[config.mk]
export PLATFORM = sky130hd
export DESIGN_NAME = multicycle_ctrl
export DESIGN_NICKNAME = d
export VERILOG_FILES = /design/src/rtl/multicycle_ctrl.sv
export SDC_FILE = /design/constraint.sdc
export NUM_CORES = 1
export LEC_CHECK = 0
export ABC_AREA = 1
export CAP_MARGIN = 20
export CORE_UTILIZATION = 37
export DETAILED_ROUTE_END_ITERATION = 10
export GPL_ROUTABILITY_DRIVEN = 0
export GPL_TIMING_DRIVEN = 0
export PLACE_DENSITY = 0.89
export SLEW_MARGIN = 40
export SYNTH_ARGS = -nofsm -noshare
export SYNTH_HDL_FRONTEND = slang
export SYNTH_SLANG_ARGS = --single-unit
[constraint.sdc]
create_clock -name clk -period 2 [get_ports clk]
set_clock_uncertainty 0.05 [all_clocks]
set_input_delay 0.6 -clock clk [delete_from_list [all_inputs] [get_ports clk]]
set_output_delay 0.6 -clock clk [all_outputs]
set_load 0.1 [all_outputs]
[src/rtl/multicycle_ctrl.sv]
// ---------------------------------------------------------------------------
// multicycle_ctrl
//   Main control FSM for a multicycle MIPS-subset datapath
//   (lw, sw, R-type add/sub/and/or/slt, beq, addi, j).
//   Each instruction takes several states. The FSM drives every datapath
//   select and strobe for the current cycle.
//
// Parameters
//   HALT_ON_ILLEGAL  1: an illegal opcode or funct parks the FSM in HALT.
//                    0: an illegal opcode or funct behaves as a NOP and the
//                       FSM returns to FETCH without writing anything.
//
// Ports
//   clk          rising-edge clock
//   reset        asynchronous reset, active low
//   opcode       IR[31:26]
//   funct        IR[5:0]
//   zero         ALU zero flag (used by beq)
//   mem_ready    memory access completes this cycle
//   mem_req      memory access request
//   mem_write    store strobe
//   iord         address source: 0 = PC, 1 = ALUOut
//   ir_write     instruction register load
//   pc_en        PC load enable
//   pc_src       next PC: 00 = ALU, 01 = ALUOut, 10 = jump target
//   reg_write    register-file write enable
//   reg_dst      destination: 0 = rt, 1 = rd
//   mem_to_reg   writeback: 0 = ALUOut, 1 = MDR
//   alu_src_a    ALU A: 0 = PC, 1 = rd1
//   alu_src_b    ALU B: 00 = rd2, 01 = 4, 10 = simm, 11 = simm << 2
//   alu_control  ALU operation
//   halted       FSM is in HALT
//   state        current state encoding (debug)
// ---------------------------------------------------------------------------
module multicycle_ctrl #(
    parameter int unsigned HALT_ON_ILLEGAL = 1
) (
    input  logic       clk,
    input  logic       reset,
    input  logic [5:0] opcode,
    input  logic [5:0] funct,
    input  logic       zero,
    input  logic       mem_ready,
    output logic       mem_req,
    output logic       mem_write,
    output logic       iord,
    output logic       ir_write,
    output logic       pc_en,
    output logic [1:0] pc_src,
    output logic       reg_write,
    output logic       reg_dst,
    output logic       mem_to_reg,
    output logic       alu_src_a,
    output logic [1:0] alu_src_b,
    output logic [2:0] alu_control,
    output logic       halted,
    output logic [3:0] state
);

    typedef enum logic [3:0] {
        S_FETCH  = 4'd0,
        S_DECODE = 4'd1,
        S_MEMADR = 4'd2,
        S_MEMRD  = 4'd3,
        S_MEMWB  = 4'd4,
        S_MEMWR  = 4'd5,
        S_EXEC   = 4'd6,
        S_ALUWB  = 4'd7,
        S_BRANCH = 4'd8,
        S_ADDIEX = 4'd9,
        S_ADDIWB = 4'd10,
        S_JUMP   = 4'd11,
        S_HALT   = 4'd12
    } state_t;

    localparam logic [5:0] OP_RTYPE = 6'b000000;
    localparam logic [5:0] OP_LW    = 6'b100011;
    localparam logic [5:0] OP_SW    = 6'b101011;
    localparam logic [5:0] OP_BEQ   = 6'b000100;
    localparam logic [5:0] OP_ADDI  = 6'b001000;
    localparam logic [5:0] OP_J     = 6'b000010;

    localparam logic [2:0] ALU_ADD = 3'b010;
    localparam logic [2:0] ALU_SUB = 3'b110;
    localparam logic [2:0] ALU_AND = 3'b000;
    localparam logic [2:0] ALU_OR  = 3'b001;
    localparam logic [2:0] ALU_SLT = 3'b111;

    // Where an illegal opcode/funct sends the FSM.
    localparam state_t ILLEGAL_NEXT = (HALT_ON_ILLEGAL != 0) ? S_HALT : S_FETCH;

    state_t state_q;
    state_t state_d;

    // Decoded (pre-reset-gating) versions of the request/enable strobes.
    logic mem_req_dec;
    logic ir_write_dec;
    logic pc_en_dec;

    // R-type funct decode, shared by output and next-state logic.
    logic       funct_legal;
    logic [2:0] funct_alu;

    always_comb begin
        funct_legal = 1'b1;
        funct_alu   = ALU_AND;
        case (funct)
            6'b100000: funct_alu = ALU_ADD;
            6'b100010: funct_alu = ALU_SUB;
            6'b100100: funct_alu = ALU_AND;
            6'b100101: funct_alu = ALU_OR;
            6'b101010: funct_alu = ALU_SLT;
            default:   funct_legal = 1'b0;
        endcase
    end

    always_ff @(posedge clk or negedge reset) begin
        if (!reset) begin
            state_q <= S_FETCH;
        end else begin
            state_q <= state_d;
        end
    end

    // Next-state logic.
    always_comb begin
        state_d = S_FETCH;
        case (state_q)
            S_FETCH:  state_d = mem_ready ? S_DECODE : S_FETCH;
            S_DECODE: begin
                case (opcode)
                    OP_LW, OP_SW: state_d = S_MEMADR;
                    OP_RTYPE:     state_d = S_EXEC;
                    OP_BEQ:       state_d = S_BRANCH;
                    OP_ADDI:      state_d = S_ADDIEX;
                    OP_J:         state_d = S_JUMP;
                    default:      state_d = ILLEGAL_NEXT;
                endcase
            end
            S_MEMADR: state_d = (opcode == OP_SW) ? S_MEMWR : S_MEMRD;
            S_MEMRD:  state_d = mem_ready ? S_MEMWB : S_MEMRD;
            S_MEMWB:  state_d = S_FETCH;
            S_MEMWR:  state_d = mem_ready ? S_FETCH : S_MEMWR;
            S_EXEC:   state_d = funct_legal ? S_ALUWB : ILLEGAL_NEXT;
            S_ALUWB:  state_d = S_FETCH;
            S_BRANCH: state_d = S_FETCH;
            S_ADDIEX: state_d = S_ADDIWB;
            S_ADDIWB: state_d = S_FETCH;
            S_JUMP:   state_d = S_FETCH;
            S_HALT:   state_d = S_HALT;
            default:  state_d = S_FETCH;   // unused codes 13..15 recover
        endcase
    end

    // Output decode: everything defaults to 0, each state raises only its own.
    always_comb begin
        mem_req_dec  = 1'b0;
        mem_write    = 1'b0;
        iord         = 1'b0;
        ir_write_dec = 1'b0;
        pc_en_dec    = 1'b0;
        pc_src       = 2'b00;
        reg_write    = 1'b0;
        reg_dst      = 1'b0;
        mem_to_reg   = 1'b0;
        alu_src_a    = 1'b0;
        alu_src_b    = 2'b00;
        alu_control  = 3'b000;
        halted       = 1'b0;
        case (state_q)
            S_FETCH: begin
                mem_req_dec  = 1'b1;
                alu_src_b    = 2'b01;
                alu_control  = ALU_ADD;
                // IR and PC load only in the cycle the fetch completes.
                ir_write_dec = mem_ready;
                pc_en_dec    = mem_ready;
            end
            S_DECODE: begin
                alu_src_b   = 2'b11;
                alu_control = ALU_ADD;
            end
            S_MEMADR: begin
                alu_src_a   = 1'b1;
                alu_src_b   = 2'b10;
                alu_control = ALU_ADD;
            end
            S_MEMRD: begin
                mem_req_dec = 1'b1;
                iord        = 1'b1;
            end
            S_MEMWB: begin
                reg_write  = 1'b1;
                mem_to_reg = 1'b1;
            end
            S_MEMWR: begin
                mem_req_dec = 1'b1;
                iord        = 1'b1;
                mem_write   = 1'b1;
            end
            S_EXEC: begin
                alu_src_a   = 1'b1;
                alu_control = funct_alu;
            end
            S_ALUWB: begin
                reg_write = 1'b1;
                reg_dst   = 1'b1;
            end
            S_BRANCH: begin
                alu_src_a   = 1'b1;
                alu_control = ALU_SUB;
                pc_src      = 2'b01;
                pc_en_dec   = zero;
            end
            S_ADDIEX: begin
                alu_src_a   = 1'b1;
                alu_src_b   = 2'b10;
                alu_control = ALU_ADD;
            end
            S_ADDIWB: begin
                reg_write = 1'b1;
            end
            S_JUMP: begin
                pc_src    = 2'b10;
                pc_en_dec = 1'b1;
            end
            S_HALT: begin
                halted = 1'b1;
            end
            default: begin
            end
        endcase
    end

    // While reset is held the state is already FETCH, but the fetch must not
    // actually start: suppress the request and both load enables.
    assign mem_req  = mem_req_dec  & reset;
    assign ir_write = ir_write_dec & reset;
    assign pc_en    = pc_en_dec    & reset;

    assign state = state_q;

endmodule

==> results of run 1 <==
timing repair:
action / 4_1_cts
gates cloned: 0
setup endpoints to repair: 17
pin swaps: 19
setup buffers: 20
gates resized for setup: 102
cells by family after synthesis:
| kind of cell | synth area share [%] |
|---|---|
| simple gates | 65.8 |
| buf+inv | 15.3 |
| flops | 15.7 |
| compound gates | 3.14 |
through the flow:
stage / TNS (ps) / setup slack [ps] / std cells
4_1_cts: -1420 / -190 / 195
3_5_place_dp: -4280 / -769 / 172
3_3_place_gp: -16420 / -1440 / 172
2_1_floorplan: -5100 / -865 / 120
==> results.toml, run 1 <==
[logic_synthesis]
gate_count_of_the_mapped_netlist = 120
syn_avg_cell_area_um2 = 5.31
synth_area_leader_cell = "nand3_1"
async_flop_share_pct = 100
synth_unique_cells = 14
synth-edff-count = 0
synth.cell_area_um2 = 637
mappedNetlistNets = 136
synth_most_common_cell = "nand2_1"
synth.top_cells.by_count = "29 x nand2_1, 23 x nand3_1, 21 x inv_1, 18 x nor2_1"
synth_area_leaders = "nand3_1 18%, nand2_1 17%, dfrtp_1 16%"
yosysTopAreaCellShare_pct = 18.1
yosysWarnings = 0
synth_seq_cells = 4
seq_area_frac_synth_pct = 15.7
primary_flip_flop_cell_chosen_by_synthesis_mapping = "dfrtp_1"

[clock_network]
cts.root.buffer_cell = "clkbuf_4"
cts.sink_count = 4
cts_buffer_depth = 2
numCtsBuffers = 3
cts.hold.buffers_added = 0
cts_max_level = 1

[timing]
timing.worst_endpoint.kind = "output port"
grt_worst_setup_endpoint = "pc_en"

[floorplanning]
fp.dieW_um = 43.5
die_y_um = 43.5
num_rows = 14
initial_utilization_pct = 40.9
ioPinCount = 37

[outcome]
run_status = "stopped before the end"
run.stop_error = "[ERROR DPL-0038] Utilization greater than 100%, impossible to legalize"
last-stage-reached = "5_1_grt"

[placed_design]
place.port_buffers = 36
dpl_cell_area_um2 = 1020
dpl.hpwl_mm = 1.61

[global_routing]
grt_max_degree = 8
==> run 2, diff against run 1 <==
--- a/config.mk
+++ b/config.mk
@@ -7,11 +7,12 @@
 export LEC_CHECK = 0
 export ABC_AREA = 1
 export CAP_MARGIN = 20
-export CORE_UTILIZATION = 37
+export CORE_AREA = 2 2 63 65
 export DETAILED_ROUTE_END_ITERATION = 10
+export DIE_AREA = 0 0 65 67
 export GPL_ROUTABILITY_DRIVEN = 0
 export GPL_TIMING_DRIVEN = 0
-export PLACE_DENSITY = 0.89
+export PLACE_DENSITY_LB_ADDON = 0.15
 export SLEW_MARGIN = 40
 export SYNTH_ARGS = -nofsm -noshare
 export SYNTH_HDL_FRONTEND = slang
==> results.toml, run 2 <==
[clock_network]
cts.hold.buffers_added = 0
numCtsBuffers = 3
cts_tree = "done"
worstSkewPairLatency_ps = 210
cts.root.buffer_cell = "clkbuf_8"
cts_buffer_depth = 2
clkSlewWorstSetupHoldPaths_ps = 30
cts_max_level = 1
cts.sink_count = 4

[cells_and_area]
share_of_post_route_cells_with_drive_strength_above_1_pct = 64.9
final_util_pct = 46.6
layout_common_cells = "24 x buf_4, 18 x nand2_1, 14 x nand3_1"
diodes = 0
area_growth_pct = 164
number_of_nets_in_the_layout = 203
largest_reg_flops = 4
mostFrequentLayoutCell = "buf_4"

[worst_setup_path]
worst-path-max-fanout = 6
max_stage_delay_ps = 500
setup.worst_path.end_class = "primary output"
start_kind = "flip-flop"
crit_chain = "nor2_4 > buf_6 > nand3_4 > nand3_2 > nand2_2 > clkinvlp_4 > buf_12"
crit_type = "flip-flop to primary output"
critPathBufInv = 3
crit_family = "flip-flops"
worst-endpoint-arrival_ps = 1550
critPathSlowestCell = "dfrtp_4"
critPathRequiredTime_ps = 1350

[timing]
maxClockFrequency_ghz = 0.455
final_report_hold_violation_count = 0
maxSlewViolCount = 0
finalSetupViolations = 14
fin_ws_ps = -200
layout_worst_path_cycle_share_pct = 110
min_period_ps = 2200
worst_slew_pin_slew_ps = 488
timing.max_slew.rel_slack_pct = 67.7
rsz0062_at_grt = "yes"

[logic_synthesis]
yosysTopAreaCellShare_pct = 18.1
syn_avg_cell_area_um2 = 5.31
async_flop_share_pct = 100
synth_seq_cells = 4
mappedNetlistNets = 136
synth_area_leaders = "nand3_1 18%, nand2_1 17%, dfrtp_1 16%"
synth-edff-count = 0
synth_area_leader_cell = "nand3_1"
gate_count_of_the_mapped_netlist = 120
synth_most_common_cell = "nand2_1"
synth_unique_cells = 14
synth.top_cells.by_count = "29 x nand2_1, 23 x nand3_1, 21 x inv_1, 18 x nor2_1"
synth.cell_area_um2 = 637
primary_flip_flop_cell_chosen_by_synthesis_mapping = "dfrtp_1"
yosysWarnings = 0
seq_area_frac_synth_pct = 15.7

[min_path]
min_path_type = "input port to async pin"

[placed_design]
place.port_buffers = 36
dpl.hpwl_mm = 1.71

[outcome]
failed_checks = "negative setup slack"
run_status = "complete, but fails checks"

[drt]
routed_wl_mm = 2.51
detailroute.via_count = 972
remaining_routing_drc_violations = 0
initialDrtViolationCount = 21
detail_route.vias_per_cell = 4.17
average_routed_wire_per_standard_cell_um = 10.8
first_pass_iters = 4
postRouteAntennaNets = 0

[floorplanning]
ioPinCount = 37
initial_utilization_pct = 17.7
die_y_um = 67
num_rows = 22
design.core.area_um2 = 3610
fp.dieW_um = 65
die_area_um2 = 4360

[global_routing]
first_global_vias = 941
grt_max_degree = 8
grt_usage_pct = 11.8
global_route.overflow_total = 0
antenna_found_initial = 0
grt_pass1_wl_mm = 4.04

[run]
cap_viol_max_count = 0
## run 2: cell counts after synthesis
Identical to the previous run, type by type.
## run 2: layout make-up
cell class	count	area [um2]
tap	48	60.1
multi-input combinational	90	652
clock buffer	3	41.3
fill	332	1920
timing repair buffer	62	674
sequential	4	115
inverter	26	139
## run 2: layer usage
metal / wire length, um / GRT usage (%)
met1: 1040 / 13.6
met2: 1390 / 22.6
met3: 77 / 0.845
met4: 0 / 3.99
met5: 0 / 0
## run 2: logic make-up after synthesis
family / count (synthesis) / share of synthesized area (%)
compound gates: 4 / 3.14
buf+inv: 26 / 15.3
flops: 4 / 15.7
simple gates: 86 / 65.8
## run 2: path summary, 6_finish.rpt
path / startpoint / endpoint / slack [ps] / cells past startpoint
setup / recovery: state[3]$_DFF_PN0_ / pc_en / -200 / 7
hold / removal: reset / state[3]$_DFF_PN0_ / 180 / 1
setup reg to reg: state[3]$_DFF_PN0_ / state[0]$_DFF_PN0_ / 500 / 8
hold reg to reg: state[2]$_DFF_PN0_ / state[3]$_DFF_PN0_ / 740 / 3
max in group asynchronous: reset / state[0]$_DFF_PN0_ / 1530 / 1
min in group clk: state[2]$_DFF_PN0_ / state[3]$_DFF_PN0_ / 740 / 3
## run 2: through the flow
stage / TNS (ps) / instance area (um2) / setup WS, ps / instances / hold slack, ps
finish: -1310 / 1680 / -200 / 233 / 175
floorplan: -5100 / 746 / -865 / 120 / 254
global route: -2050 / 1680 / -256 / 233 / 186
detailed placement: -4200 / 1060 / -740 / 204 / 763
global placement: -16870 / 1170 / -1450 / 204 / 772
CTS: -1340 / 1490 / -207 / 225 / 305
## run 2: what timing repair did
action,4_1_cts,5_1_grt
resized for setup,96,44
pin swaps,15,17
setup endpoints to repair,17,18
buffers inserted,18,10
Power of run 2 is not shown: default switching activity piles up to over one toggle a cycle in this logic, so the estimate is an artifact.
==> run 3, diff against run 2 <==
--- a/config.mk
+++ b/config.mk
@@ -7,6 +7,8 @@
 export LEC_CHECK = 0
 export ABC_AREA = 1
 export CAP_MARGIN = 20
+export CELL_PAD_IN_SITES_DETAIL_PLACEMENT = 0
+export CELL_PAD_IN_SITES_GLOBAL_PLACEMENT = 1
 export CORE_AREA = 2 2 63 65
 export DETAILED_ROUTE_END_ITERATION = 10
 export DIE_AREA = 0 0 65 67
==> results.toml, run 3 (synthesis gave the netlist of run 2 again) <==
[worst_setup_path]
worst-path-max-fanout = 5
max_stage_delay_ps = 520
reg2reg_slack_ps = 550
crit_chain = "nor2_4 > inv_1 > nor2_4 > nor2_4 > nand4_1 > buf_8"
worst-endpoint-arrival_ps = 1550
regToRegEndpoint = "state[2]$_DFF_PN0_"
rr_worst_depth = 8
critPathRequiredTime_ps = 1350
crit_top_cell = "nor2_4"
critPathSlowestCell = "dfrtp_4"
r2r-start = "state[1]$_DFF_PN0_"
setup.worst_path.end_class = "primary output"
crit_type = "flip-flop to primary output"
start_kind = "flip-flop"

[drt]
postRouteAntennaNets = 0
initialDrtViolationCount = 9
remaining_routing_drc_violations = 0
detailroute.via_count = 926
detail_route.vias_per_cell = 4.15
first_pass_iters = 4
routed_wl_mm = 2.31
average_routed_wire_per_standard_cell_um = 10.3

[timing]
worst_slew_pin_slew_ps = 489
layout_worst_path_cycle_share_pct = 110
maxClockFrequency_ghz = 0.454
hold_slack_ps = 172
min_period_ps = 2200
fin_ws_ps = -200
timing.max_slew.rel_slack_pct = 67.7
finalSetupViolations = 10
final_report_hold_violation_count = 0
maxSlewViolCount = 0
rsz0062_at_grt = "yes"

[global_routing]
grt_max_degree = 8
global_route.overflow_total = 0
grt_usage_pct = 11.0
grt_pass1_wl_mm = 3.75
first_global_vias = 857
antenna_found_initial = 0

[cells_and_area]
area_growth_pct = 147
seq_area_um2 = 115
diodes = 0
layout_common_cells = "19 x nand2_1, 18 x nand3_1, 13 x nor2_1, 13 x buf_4"
share_of_post_route_cells_with_drive_strength_above_1_pct = 58.3
number_of_nets_in_the_layout = 193
multi_input_comb_area_um2 = 619
largest_reg_flops = 4
final.fill_count = 378
mostFrequentLayoutCell = "nand2_1"

[clock_network]
worstSkewPairLatency_ps = 210
cts.hold.buffers_added = 0
cts_buffer_depth = 2
cts.root.buffer_cell = "clkbuf_8"
cts.sink_count = 4
cts_max_level = 1
numCtsBuffers = 3
clkSlewWorstSetupHoldPaths_ps = 30
cts_tree = "done"

[floorplanning]
die_y_um = 67
die_area_um2 = 4360
design.core.area_um2 = 3610
num_rows = 22
initial_utilization_pct = 17.7
ioPinCount = 37
fp.dieW_um = 65

[placed_design]
dpl.hpwl_mm = 1.81
place.port_buffers = 36

[run]
cap_viol_max_count = 0

[outcome]
run_status = "complete, but fails checks"
failed_checks = "negative setup slack"

[min_path]
min_path_type = "input port to async pin"
==> run 3: layout make-up <==
type                    instances  area share (%)
multi-input cells              90            39.4
repair buffers                 52            37.9
inverters                      26            8.84
flip-flops and latches          4            7.33
well taps                      48            3.82
clock buffers                   3            2.63
==> run 3: through the flow <==
step,setup WS [ps],instance area [um2],instances,util [%],TNS (ps)
after floorplan,-865,746,120,-,-5100
after global routing,-293,1570,223,43.5,-1900
after detailed placement,-773,1060,204,29.4,-4350
after global placement,-1460,1170,204,32.3,-16900
after CTS,-222,1460,218,40.5,-1330
final,-200,1570,223,43.5,-1120
==> run 3: what timing repair did <==
item | CTS | global route
setup endpoints to repair | 17 | 16
pin swaps | 16 | 6
buffers inserted | 11 | 5
resized for setup | 103 | 26
==> run 3: per-layer routing <==
metal / global-route usage (%) / routed length (um) / vias to the layer above
li1: - / - / 490
met1: 12.7 / 904 / 411
met2: 21.9 / 1290 / 23
met3: 0.676 / 102 / 2
met4: 2.39 / 14 / 0
met5: 0 / 0 / -
==> run 3: critical path, delay by kind of cell (launching register included) <==
kind | cells | cell delay (ps)
buf+inv | 2 | 340
flops | 1 | 520
simple gates | 4 | 490
==> run 3: worst max path at each step <==
| stage | startpoint | to | slack [ps] | cells past startpoint |
|---|---|---|---|---|
| after CTS | state[2]$_DFF_PN0_ | mem_req | -220 | 7 |
| after floorplan | state[2]$_DFF_PN0_ | alu_control[1] | -870 | 5 |
| after global placement | funct[5] | alu_control[0] | -1460 | 6 |
| after detailed placement | funct[5] | alu_control[0] | -770 | 6 |
| after global routing | state[2]$_DFF_PN0_ | alu_control[1] | -290 | 6 |
| final | state[2]$_DFF_PN0_ | alu_control[1] | -200 | 6 |
Power of run 3 is left out for the same reason.
==> run 4, diff against run 3 <==
--- a/config.mk
+++ b/config.mk
@@ -10,8 +10,10 @@
 export CELL_PAD_IN_SITES_DETAIL_PLACEMENT = 0
 export CELL_PAD_IN_SITES_GLOBAL_PLACEMENT = 1
 export CORE_AREA = 2 2 63 65
+export CTS_BUF_LIST = sky130_fd_sc_hd__clkbuf_4
 export DETAILED_ROUTE_END_ITERATION = 10
 export DIE_AREA = 0 0 65 67
+export DONT_BUFFER_PORTS = 1
 export GPL_ROUTABILITY_DRIVEN = 0
 export GPL_TIMING_DRIVEN = 0
 export PLACE_DENSITY_LB_ADDON = 0.15
==> results.toml, run 4 (synthesis gave the netlist of run 2 again) <==
[outcome]
run_status = "complete, but fails checks"
failed_checks = "negative setup slack"

[global_routing]
gr-usage-met2_pct = 17.7
grt_pass1_wl_mm = 3.29
use_met1_pct = 11.4
global_route.overflow_total = 0
globalRouteMet3Util_pct = 0.845
antenna_found_initial = 0
grt.busiest_layer = "met2"
grt_usage_pct = 9.73
first_global_vias = 748
grt_max_degree = 8

[cells_and_area]
diodes = 0
number_of_nets_in_the_layout = 155
layoutNonFillerInstCount = 185
mostFrequentLayoutCell = "nand2_1"
share_of_post_route_cells_with_drive_strength_above_1_pct = 45.3
final_util_pct = 29.4
layout_common_cells = "22 x nand2_1, 21 x nand3_1, 13 x nor2_4, 13 x inv_1, 11 x nor2_1"
largest_reg_flops = 4
area_growth_pct = 66.6

[worst_setup_path]
critPathRequiredTime_ps = 1350
crit_type = "flip-flop to primary output"
setup.worst_path.end_class = "primary output"
worst-path-max-fanout = 4
start_kind = "flip-flop"
worst-endpoint-arrival_ps = 2260

[timing]
maxSlewViolCount = 0
finalSetupTns_ps = -10120
timing.max_slew.rel_slack_pct = 53.3
finalSetupViolations = 18
min_period_ps = 2910
maxClockFrequency_ghz = 0.343
final_report_hold_violation_count = 0
worst_slew_pin_slew_ps = 699
rsz0062_at_grt = "yes"
layout_worst_path_cycle_share_pct = 146
fin_ws_ps = -911

[drt]
detail_route.vias_per_cell = 4.11
average_routed_wire_per_standard_cell_um = 11.5
detailroute.via_count = 761
initialDrtViolationCount = 11
first_pass_iters = 2
remaining_routing_drc_violations = 0
routed_wl_mm = 2.14
postRouteAntennaNets = 0

[clock_network]
numCtsBuffers = 3
cts.sink_count = 4
cts_max_level = 1
cts.root.buffer_cell = "clkbuf_4"
clkSlewWorstSetupHoldPaths_ps = 40
cts_buffer_depth = 2
cts_tree = "done"
worstSkewPairLatency_ps = 230

[min_path]
min_path_type = "input port to async pin"

[floorplanning]
design.core.area_um2 = 3610
initial_utilization_pct = 17.7
fp.dieW_um = 65
die_area_um2 = 4360
ioPinCount = 37
num_rows = 22
die_y_um = 67

[placed_design]
place.port_buffers = 0
post-place-cells = 170
dpl.hpwl_mm = 1.71
detailedPlace.worstSlack_ps = -767

[run]
cap_viol_max_count = 0
[run 4: timing repair]
action,CTS,global route
endpoints found under the hold margin,0,1
pin swaps,11,7
buffers inserted,9,1
gates cloned,0,0
gates resized for setup,17,7
hold buffers,0,2
setup endpoints to repair,17,19
[run 4: final timing paths]
kind,startpoint,endpoint,slack [ps],cells past startpoint
setup / recovery,state[3]$_DFF_PN0_,pc_en,-910,8
hold / removal,reset,state[1]$_DFF_PN0_,10,0
setup reg to reg,state[1]$_DFF_PN0_,state[2]$_DFF_PN0_,-120,10
hold reg to reg,state[1]$_DFF_PN0_,state[3]$_DFF_PN0_,1000,3
max in group asynchronous,reset,state[3]$_DFF_PN0_,1240,1
min in group clk,opcode[5],state[1]$_DFF_PN0_,610,3
[run 4: stage by stage]
step	instance area (um2)	hold slack (ps)
4_1_cts	1010	5.62
6_report	1060	13.7
3_5_place_dp	846	255
3_3_place_gp	806	255
5_1_grt	1060	3.09
2_1_floorplan	746	254
[run 4: per-layer routing]
| layer | share of wire (%) | vias to the layer above |
|---|---|---|
| met3 | 6.5 | 2 |
| met1 | 42 | 325 |
| met4 | 0.47 | 0 |
| li1 | - | 409 |
| met5 | 0 | - |
| met2 | 51 | 25 |
[run 4: area by class of cell]
| class | instances | area (um2) |
|---|---|---|
| clock buffers | 3 | 22.5 |
| fillers | 395 | 2540 |
| inverters | 26 | 126 |
| multi-input cells | 90 | 601 |
| flip-flops and latches | 4 | 115 |
| well taps | 48 | 60.1 |
| repair buffers | 14 | 136 |
[run 4: critical path, stage by stage (launching register included)]
cell	delay [ps]
dfrtp_4	640
inv_4	60
nor2_4	120
inv_2	60
nor2_4	530
nand2_1	110
nand3_1	100
nand2_2	60
clkinvlp_4	330
Power of run 4 is left out for the same reason.
